[config.mk]
export PLATFORM = sky130hd
export DESIGN_NAME = mips_mem_bus_arbiter
export DESIGN_NICKNAME = d
export VERILOG_FILES = /design/src/rtl/mips_mem_bus_arbiter.sv
export SDC_FILE = /design/constraint.sdc
export NUM_CORES = 1
export LEC_CHECK = 0
export BUFFER_PORTS_ARGS = -buffer_cell sky130_fd_sc_hd__buf_2
export CORE_AREA = 5 5 119 121
export DETAILED_ROUTE_END_ITERATION = 7
export DIE_AREA = 0 0 124 126
export GPL_TIMING_DRIVEN = 0
export HOLD_SLACK_MARGIN = 0.05
export PLACE_DENSITY = 0.6
export SYNTH_ARGS = -nofsm -noshare
export SYNTH_HDL_FRONTEND = slang
export SYNTH_SLANG_ARGS = --single-unit
[constraint.sdc]
create_clock -name clk -period 1.3 [get_ports clk]
set_clock_uncertainty 0.2 [all_clocks]
set_input_delay 0.13 -clock clk [delete_from_list [all_inputs] [get_ports clk]]
set_output_delay 0.13 -clock clk [all_outputs]
set_load 0.02 [all_outputs]
[src/rtl/mips_mem_bus_arbiter.sv]
// Two-master, one-slave Avalon-style bus arbiter.
// m0 is the CPU data port, m1 is the instruction-fetch port. One transfer
// is in flight at a time: IDLE arbitrates (round-robin on ties), BUS
// forwards the granted master to the slave until acceptance, and RDWAIT
// counts out the fixed slave read latency before strobing readdatavalid.
//
// Handshake: a master request (read or write high) is accepted on the
// rising edge where it is granted, the arbiter is in BUS and s_waitrequest
// is low. Any requesting master that is not being accepted in a cycle sees
// waitrequest high; a master with no request always sees waitrequest low.
// readdatavalid is a single-cycle strobe qualifying the broadcast readdata.
module mips_mem_bus_arbiter #(
    parameter int READ_LATENCY = 1,
    parameter int ADDR_W       = 32,
    parameter int DATA_W       = 32
) (
    input  logic                clk,
    input  logic                reset,
    input  logic [ADDR_W-1:0]   m0_address,
    input  logic                m0_read,
    input  logic                m0_write,
    input  logic [DATA_W-1:0]   m0_writedata,
    input  logic [DATA_W/8-1:0] m0_byteenable,
    output logic                m0_waitrequest,
    output logic [DATA_W-1:0]   m0_readdata,
    output logic                m0_readdatavalid,
    input  logic [ADDR_W-1:0]   m1_address,
    input  logic                m1_read,
    input  logic                m1_write,
    input  logic [DATA_W-1:0]   m1_writedata,
    input  logic [DATA_W/8-1:0] m1_byteenable,
    output logic                m1_waitrequest,
    output logic [DATA_W-1:0]   m1_readdata,
    output logic                m1_readdatavalid,
    output logic [ADDR_W-1:0]   s_address,
    output logic                s_read,
    output logic                s_write,
    output logic [DATA_W-1:0]   s_writedata,
    output logic [DATA_W/8-1:0] s_byteenable,
    input  logic                s_waitrequest,
    input  logic [DATA_W-1:0]   s_readdata,
    output logic [1:0]          dbg_state
);

    typedef enum logic [1:0] {
        IDLE   = 2'd0,
        BUS    = 2'd1,
        RDWAIT = 2'd2
    } state_t;

    state_t              state, state_nx;
    logic                grant, grant_nx;
    logic                last_grant, last_grant_nx;
    logic [2:0]          cnt, cnt_nx;

    logic                req0, req1;
    logic                g_read, g_write, g_req;
    logic [ADDR_W-1:0]   g_address;
    logic [DATA_W-1:0]   g_writedata;
    logic [DATA_W/8-1:0] g_byteenable;

    assign req0 = m0_read | m0_write;
    assign req1 = m1_read | m1_write;

    // Select the granted master's request fields
    always_comb begin
        g_read       = grant ? m1_read       : m0_read;
        g_write      = grant ? m1_write      : m0_write;
        g_address    = grant ? m1_address    : m0_address;
        g_writedata  = grant ? m1_writedata  : m0_writedata;
        g_byteenable = grant ? m1_byteenable : m0_byteenable;
        g_req        = g_read | g_write;
    end

    // State, grant and latency counter registers
    always_ff @(posedge clk or negedge reset) begin
        if (!reset) begin
            state      <= IDLE;
            grant      <= 1'b0;
            last_grant <= 1'b1;
            cnt        <= 3'd0;
        end else begin
            state      <= state_nx;
            grant      <= grant_nx;
            last_grant <= last_grant_nx;
            cnt        <= cnt_nx;
        end
    end

    // Next-state: arbitrate in IDLE, wait for acceptance in BUS, count latency in RDWAIT
    always_comb begin
        state_nx      = state;
        grant_nx      = grant;
        last_grant_nx = last_grant;
        cnt_nx        = cnt;
        case (state)
            IDLE: begin
                if (req0 | req1) begin
                    // On a tie the master that did not win last time goes next
                    grant_nx      = (req0 & req1) ? ~last_grant : req1;
                    last_grant_nx = grant_nx;
                    state_nx      = BUS;
                end
            end
            BUS: begin
                if (!g_req) begin
                    state_nx = IDLE;
                end else if (!s_waitrequest) begin
                    if (g_write) begin
                        state_nx = IDLE;
                    end else begin
                        state_nx = RDWAIT;
                        cnt_nx   = 3'(READ_LATENCY);
                    end
                end
            end
            RDWAIT: begin
                cnt_nx = cnt - 3'd1;
                if (cnt == 3'd1) begin
                    state_nx = IDLE;
                end
            end
            default: begin
                state_nx = IDLE;
            end
        endcase
    end

    // Slave-side mux, master stalls and read-data strobes
    always_comb begin
        s_address        = '0;
        s_writedata      = '0;
        s_byteenable     = '0;
        s_read           = 1'b0;
        s_write          = 1'b0;
        m0_readdatavalid = 1'b0;
        m1_readdatavalid = 1'b0;
        if (state == BUS) begin
            s_address    = g_address;
            s_writedata  = g_writedata;
            s_byteenable = g_byteenable;
            // A simultaneous read and write is treated as a write
            s_read       = g_read & ~g_write;
            s_write      = g_write;
        end
        if (state == RDWAIT && cnt == 3'd1) begin
            m0_readdatavalid = ~grant;
            m1_readdatavalid = grant;
        end
        m0_waitrequest = req0 & ~((state == BUS) & ~grant & ~s_waitrequest);
        m1_waitrequest = req1 & ~((state == BUS) &  grant & ~s_waitrequest);
    end

    assign m0_readdata = s_readdata;
    assign m1_readdata = s_readdata;
    assign dbg_state   = state;

endmodule

* Word-level counts from Yosys, hierarchy flattened
Index checks and enable logic that the tools add are counted.
Word-level totals: register bits after elaboration 7, input port bits 175, logic and storage cells 61
Operators by class: add/subtract/negate cells 1, equal/unequal tests 9, muxes and demuxes 23, bitwise logic cells 18, reduce and logical (&&, ||, !) cells 6
Operator list (count):
- 32-bit two-way mux | 4
- 2-bit two-way mux | 5
- 2-bit != test (second input constant) | 5
- 3-bit two-way mux | 3
- 1-bit bitwise AND | 8
- 4-bit two-way mux | 2
- 1-bit two-way mux | 7
- 1-bit inverter | 6
- 2-bit one-hot mux with 3 select lines | 1
- 3-bit one-hot mux with 2 select lines | 1
- 1-bit bitwise OR | 4
- 4-bit AND reduction | 1
- 3-bit by 1-bit == test with 1-bit output (second input constant) | 1
- 3-bit != test (second input constant) | 1
- 3-bit AND reduction | 1
- 3-bit by 1-bit subtractor with 3-bit output (second input constant) | 1
- 2-bit by 1-bit == test with 1-bit output (second input constant) | 1
- 2-bit == test (second input constant) | 1
- 2-bit zero test | 1
- 2-bit AND reduction | 1
- 2-bit nonzero test | 1
- 1-bit logical AND | 1

* Longest topological paths before layout
Gate-level depths: netlist of the first run.
depth in word-level cells 5, mapped depth 5, gate-level depth less buffers 5

* Least setup slack after synthesis of the first run
Ideal clock, no wire load.
path kind register to output, start register state[1] (netlist: dbg_state[1]), end output port s_address[0], arrival time 1.341 ns, data required time 0.970 ns, slack -0.371 ns, stages on the path, launching flop included 6, path buffers 3, cell sequence dfrtp_1 > buf_6 > nand2b_1 > buf_2 > buf_2 > nor2_1
Between the ends: cells in the longest elaborated chain, start to end 2
Ends and longest elaborated chain:
- start, declared | line 51 | state_t state, state_nx;
- start signal, assigned | line 83 | state <= state_nx;
- 2-bit by 1-bit == test with 1-bit output | line 138 | if (state == BUS) begin
- 32-bit two-way mux | line 138
- end, declared | line 35 | output logic [ADDR_W-1:0] s_address,
No other way between the ends.

* Final worst setup path of the first run
start register state[1] (netlist: dbg_state[1]), end output port s_writedata[25]
Between the ends: cells in the longest elaborated chain, start to end 2
Ends and longest elaborated chain:
- 2-bit by 1-bit == test with 1-bit output | line 138
- 32-bit two-way mux | line 138
- end, declared | line 38 | output logic [DATA_W-1:0] s_writedata,
No other way between the ends.

==> results of run 1 <==
layout make-up:
type	count	area share, %
multi-input cells	177	36.3
clock buffers	4	1.40
plain buffers	82	14.3
well taps	176	3.91
flip-flops and latches	7	3.18
repair buffers	313	40.6
inverters	4	0.311
diodes	1	0.0445
repair_timing:
action | in CTS | in global routing
hold buffers | 1 | 0
cloned | 1 | 10
endpoints found under the hold margin | 7 | 0
pin swaps | 7 | 20
endpoints found under the setup margin | 81 | 82
setup buffers | 9 | 11
resized for setup | 209 | 126
cells by family after synthesis:
kind of cell               count (synthesis)  share of synthesized area, %
adders and majority gates                  2                          1.25
xor gates and xnor gates                   1                         0.436
buffers and inverters                     86                          30.8
AOI/OAI and AO/OA                         12                          3.74
muxes                                     70                          35.1
and+or+nand+nor                           92                          19.8
DFF                                        7                          8.79
layer usage:
| metal | GRT usage (%) | up-vias | part of all wire [%] |
|---|---|---|---|
| met5 | 0 | - | 0.057 |
| met4 | 2.77 | 2 | 1.5 |
| met3 | 3.95 | 16 | 11 |
| met2 | 24.5 | 175 | 55 |
| met1 | 11.5 | 1379 | 32 |
| li1 | - | 1472 | - |
path summary, 6_finish.rpt:
kind	startpoint	to	slack [ns]	cells after the start
max	dbg_state[1]$_DFFE_PN0P_	s_writedata[25]	-0.55	6
min	reset	cnt[2]$_DFFE_PN0P_	0.07	2
max reg2reg	dbg_state[1]$_DFFE_PN0P_	cnt[1]$_DFFE_PN0P_	-0.40	7
min reg2reg	cnt[0]$_DFFE_PN0P_	cnt[0]$_DFFE_PN0P_	0.35	2
max in group asynchronous	reset	last_grant$_DFFE_PN1P_	0.60	2
min in group clk	m0_read	dbg_state[0]$_DFFE_PN0P_	0.07	3
through the flow:
step           hold WS (ns)  cells  total power (W)  util, %  setup WS [ns]
4_1_cts              0.0713    743           0.0104     36.4         -0.531
5_1_grt              0.0960    764           0.0136     43.4         -0.595
3_3_place_gp         -0.228    728          0.00711     29.2         -0.442
2_1_floorplan        -0.366    270          0.00513        -         -0.323
6_report             0.0707    764           0.0130     43.4         -0.553
3_5_place_dp         -0.227    728          0.00713     29.2         -0.422
cells in the final DEF, fill, tap and decap left out, drive strengths merged, types with 2 or more instances in the layout:
cell / synthesis / final
ha: 2 / 2
nor2b: 4 / 4
dfrtp: 6 / 6
nor3b: 2 / 2
clkbuf: 0 / 14
mux2i: 69 / 69
nor2: 75 / 75
and3: 2 / 2
o22ai: 2 / 2
nand2: 3 / 3
buf: 82 / 384
inv: 4 / 4
nor3: 2 / 2
o21ai: 2 / 2
a21oi: 4 / 4
state kept, by name, summed over array words and instances, names as in the netlist:
signal / flops
dbg_state: 2
cnt: 3
grant: 1
last_grant: 1
critical path, cell delays in order, from the launching register on:
cell      delay (ns)
dfrtp_2         0.41
buf_6           0.13
nand2b_4        0.14
buf_12          0.16
buf_6           0.15
nor2_1          0.12
buf_4           0.16
power breakdown:
part           internal [W]  switching (W)  total [W]
sequential         0.000321      0.0000878   0.000409
combinational       0.00647        0.00561     0.0121
clock              0.000409       0.000122   0.000530
==> run summary, run 1 <==
RSZ-0062 raised after global routing - yes
largest cells by area after synthesis - mux2i_1, buf_4, nor2_1
FF+latch count, synth - 7
final instance area - 5630 µm²
Final Hold Viols - 0
antenna violations before repair - 2
Starting Density - 15.5%
Routed WL - 12.3 mm
clk slew on worst S/H paths - 0.04 ns
status - finished with violations
CTS tree - done
Max Cap Viol - 0
register area - 179 µm²
ANT nets after route - 0
Worst slew margin - 67.4%
CP Capture Type - output pin
Leak - 2.76 nW
Main synth FF type - dfrtp_1
Syn Inst Count - 270
H-tree depth - 1
leading area contributor after synthesis - mux2i_1
Synth cell types - 29
area of the multi-input gates - 2040 µm²
violated checks - negative setup slack
Final min period - 1.85 ns
boundary pin count - 315
syn_area_per_cell - 7.44 µm²
mapped cell area - 2010 µm²
Yosys top cell area share - 34.4%
area grow syn2layout - 180%
Placed Area - 3790 µm²
TritonCTS buffer count - 3
synth cell count leaders - nor2_1, buf_4, mux2i_1
Final WS setup - -0.553 ns
GPL Wtd Cong - 0.763
Synth async-reset ratio - 100%
TritonCTS Sinks - 7
final slew viol count - 0
TNS Setup - -39.23 ns
total gr overflow - 0
vias in the first global route - 3057
Critical Path RT - 0.97 ns
IO buf count - 282
startpoint types - flop
total power per unit cell area - 2310 nW/µm²
clock tree buffer depth - 2
TritonRoute pass-1 iters - 4
maximum VDD drop - 0.000925 V
worst slew pin tran - 0.487 ns
CP Class - flop to output pin
core box area - 13000 µm²
detailed placement HPWL - 8.86 mm
largest net degree at the start of global routing - 11
overall fraction of global-route tracks in use - 12.1%
Fillers - 1254
Yosys warnings - 0
fin crit share - 143%
DR DRC count - 0
most numerous cell in the Yosys netlist - nor2_1
crit path DAT - 1.52 ns
# rows - 42
Syn Nets - 447
die area - 15600 µm²
die height - 126 µm
DRT iter0 DRCs - 55
Nets - 765
CP max FO - 10
Die W - 124 µm
share of layout cells above drive strength 1 - 88.8%
first-pass GRT wire length - 15.2 mm
Setup violations, final - 81
EDFF count, synth - 0
vias - 3044
clk root buf - clkbuf_16
Achievable Freq - 0.540 GHz
Vias per Instance - 3.98
register area share after synthesis - 8.79%
later-pin clock latency in the skew report - 0.23 ns
Hold Path Class - input pin to async pin
drt wl/cell - 16.1 µm
(Power assumes the default switching activity.)
==> run 2: changes to the inputs <==
--- a/config.mk
+++ b/config.mk
@@ -6,12 +6,15 @@
 export NUM_CORES = 1
 export LEC_CHECK = 0
 export BUFFER_PORTS_ARGS = -buffer_cell sky130_fd_sc_hd__buf_2
-export CORE_AREA = 5 5 119 121
+export CELL_PAD_IN_SITES_DETAIL_PLACEMENT = 0
+export CELL_PAD_IN_SITES_GLOBAL_PLACEMENT = 1
+export CORE_MARGIN = 5
+export CORE_UTILIZATION = 15
 export DETAILED_ROUTE_END_ITERATION = 7
-export DIE_AREA = 0 0 124 126
 export GPL_TIMING_DRIVEN = 0
 export HOLD_SLACK_MARGIN = 0.05
-export PLACE_DENSITY = 0.6
+export PLACE_DENSITY = 0.86
+export SLEW_MARGIN = 20
 export SYNTH_ARGS = -nofsm -noshare
 export SYNTH_HDL_FRONTEND = slang
 export SYNTH_SLANG_ARGS = --single-unit
==> run summary, run 2 (synthesis results as in run 1) <==
violated checks - negative setup slack
Max Cap Viol - 0
commonest non-fill, non-tap cell in the layout - buf_2
clk root buf - clkbuf_16
area of the multi-input gates - 1890 µm²
crit path DAT - 1.48 ns
core box area - 13200 µm²
Nets - 762
Worst Setup SP - grant$_DFFE_PN0P_
Critical Path RT - 0.97 ns
# rows - 42
Inserted Diodes - 0
DRT iter0 DRCs - 48
IO buf count - 282
Placed Area - 3790 µm²
worst r2r dst - last_grant$_DFFE_PN1P_
register area - 179 µm²
Final Hold Viols - 0
TritonRoute pass-1 iters - 4
Vias per Instance - 3.94
max FFs per register - 3
Die W - 126 µm
Routed WL - 11.7 mm
CP Class - flop to output pin
Biggest register - cnt
CP Capture Type - output pin
Achievable Freq - 0.554 GHz
H-tree depth - 1
first-pass GRT wire length - 16.5 mm
CP max FO - 6
ANT nets after route - 0
CTS tree - done
total power per unit cell area - 2300 nW/µm²
Worst setup endpoint - s_writedata[16]
TritonCTS Sinks - 7
RSZ-0062 raised after global routing - yes
Fillers - 1282
clock tree buffer depth - 2
Leak - 2.73 nW
final instance area - 5330 µm²
Final WS setup - -0.507 ns
total gr overflow - 0
combinational share of power - 92.5%
max incr delay on CP - 0.36 ns
startpoint types - flop
Starting Density - 15.2%
status - finished with violations
clk slew on worst S/H paths - 0.04 ns
share of layout cells above drive strength 1 - 84.4%
die area - 15800 µm²
antenna violations before repair - 1
Placed Cells incl. Taps - 728
fin cells - 760
vias in the first global route - 3181
later-pin clock latency in the skew report - 0.23 ns
Worst slew margin - 70.9%
drt wl/cell - 15.3 µm
boundary pin count - 315
Final min period - 1.81 ns
area grow syn2layout - 166%
detailed placement HPWL - 8.80 mm
worst slew pin tran - 0.435 ns
switching share of power - 45.0%
most frequent cells in the layout - buf_2, buf_4, buf_6
internal power - 0.00675 W
TritonCTS buffer count - 3
maximum VDD drop - 0.000724 V
fin crit share - 139%
Clk pwr share - 4.3%
CP max-delay cell - dfrtp_1
Hold Path Class - input pin to async pin
Setup violations, final - 82
vias - 2997
DR DRC count - 0
largest net degree at the start of global routing - 11
die height - 126 µm
power share of the sequential group - 3.2%
GPL Wtd Cong - 0.828
NetSw - 0.00551 W
worst-path cell chain - buf_6, clkbuf_16, clkbuf_16, mux2i_4, nor2_4, buf_6
critical register-to-register path startpoint - dbg_state[1]$_DFFE_PN0P_
R2R Setup Slk - -0.35 ns
Reg2Reg Depth - 5
overall fraction of global-route tracks in use - 12.6%
Hold WS - 0.0701 ns
final slew viol count - 0
run 2: changes by cell type in the layout (fill, tap and decap cells not counted), moves of 6 or more:
| cell | change |
|---|---|
| mux2i_1 | +13 |
| nor2_1 | +12 |
| buf_2 | +6 |
| buf_6 | -9 |
| nor2_4 | -7 |
| mux2i_2 | -8 |
run 2: critical path, delay by kind of cell (launching register included):
| kind | cells | cell delay, ns |
|---|---|---|
| AND/OR/NAND/NOR | 1 | 0.10 |
| buffers and inverters | 4 | 0.60 |
| multiplexers | 1 | 0.18 |
| flip-flops | 1 | 0.36 |
run 2: layer usage:
layer,track usage (%),vias to the layer above,part of all wire [%]
met5,0,-,0.060
met4,2.23,2,1.3
met3,2.88,14,8.1
met2,23.5,162,55
met1,14.8,1362,36
li1,-,1457,-
run 2: layout make-up:
class                           instances  area share [%]
Timing Repair Buffer                  313            41.1
Multi-Input combinational cell        177            35.4
Buffer                                 79            14.2
Tap cell                              176            4.13
Sequential cell                         7            3.35
Clock buffer                            4            1.48
Inverter                                4           0.328
run 2: metrics by stage:
step | total power [W] | util (%) | setup TNS [ns] | worst slack [ns]
2_1_floorplan | 0.00513 | - | -22.27 | -0.323
3_3_place_gp | 0.00718 | 28.7 | -25.06 | -0.459
3_5_place_dp | 0.00718 | 28.7 | -25.10 | -0.429
4_1_cts | 0.0107 | 35.9 | -36.44 | -0.519
5_1_grt | 0.0129 | 40.4 | -40.71 | -0.569
6_report | 0.0123 | 40.4 | -35.44 | -0.507
run 2: what timing repair did:
action / in CTS / in global routing
endpoints found under the setup margin: 80 / 82
cloned: 4 / 5
setup buffers: 11 / 13
hold endpoints to repair: 7 / 0
pin swaps: 9 / 25
gates resized for setup: 187 / 97
hold buffers: 1 / 0
run 2: how the worst min path moves through the flow:
stage / slack (ns) / startpoint / depth (start not counted) / end
global placement: -0.22 / reset / 1 / grant$_DFFE_PN0P_
detailed placement: -0.22 / reset / 1 / cnt[2]$_DFFE_PN0P_
finish: 0.07 / reset / 2 / cnt[2]$_DFFE_PN0P_
CTS: 0.05 / m0_read / 3 / dbg_state[0]$_DFFE_PN0P_
global route: 0.09 / reset / 2 / cnt[1]$_DFFE_PN0P_
floorplan: -0.37 / reset / 0 / cnt[0]$_DFFE_PN0P_
run 2: power groups by stage:
stage               combinational [W]  clock (W)  sequential (W)
floorplan                     0.00470          0        0.000427
global placement              0.00676          0        0.000412
detailed placement            0.00677          0        0.000416
CTS                           0.00976   0.000537        0.000422
global route                   0.0119   0.000552        0.000407
finish                         0.0113   0.000529        0.000394
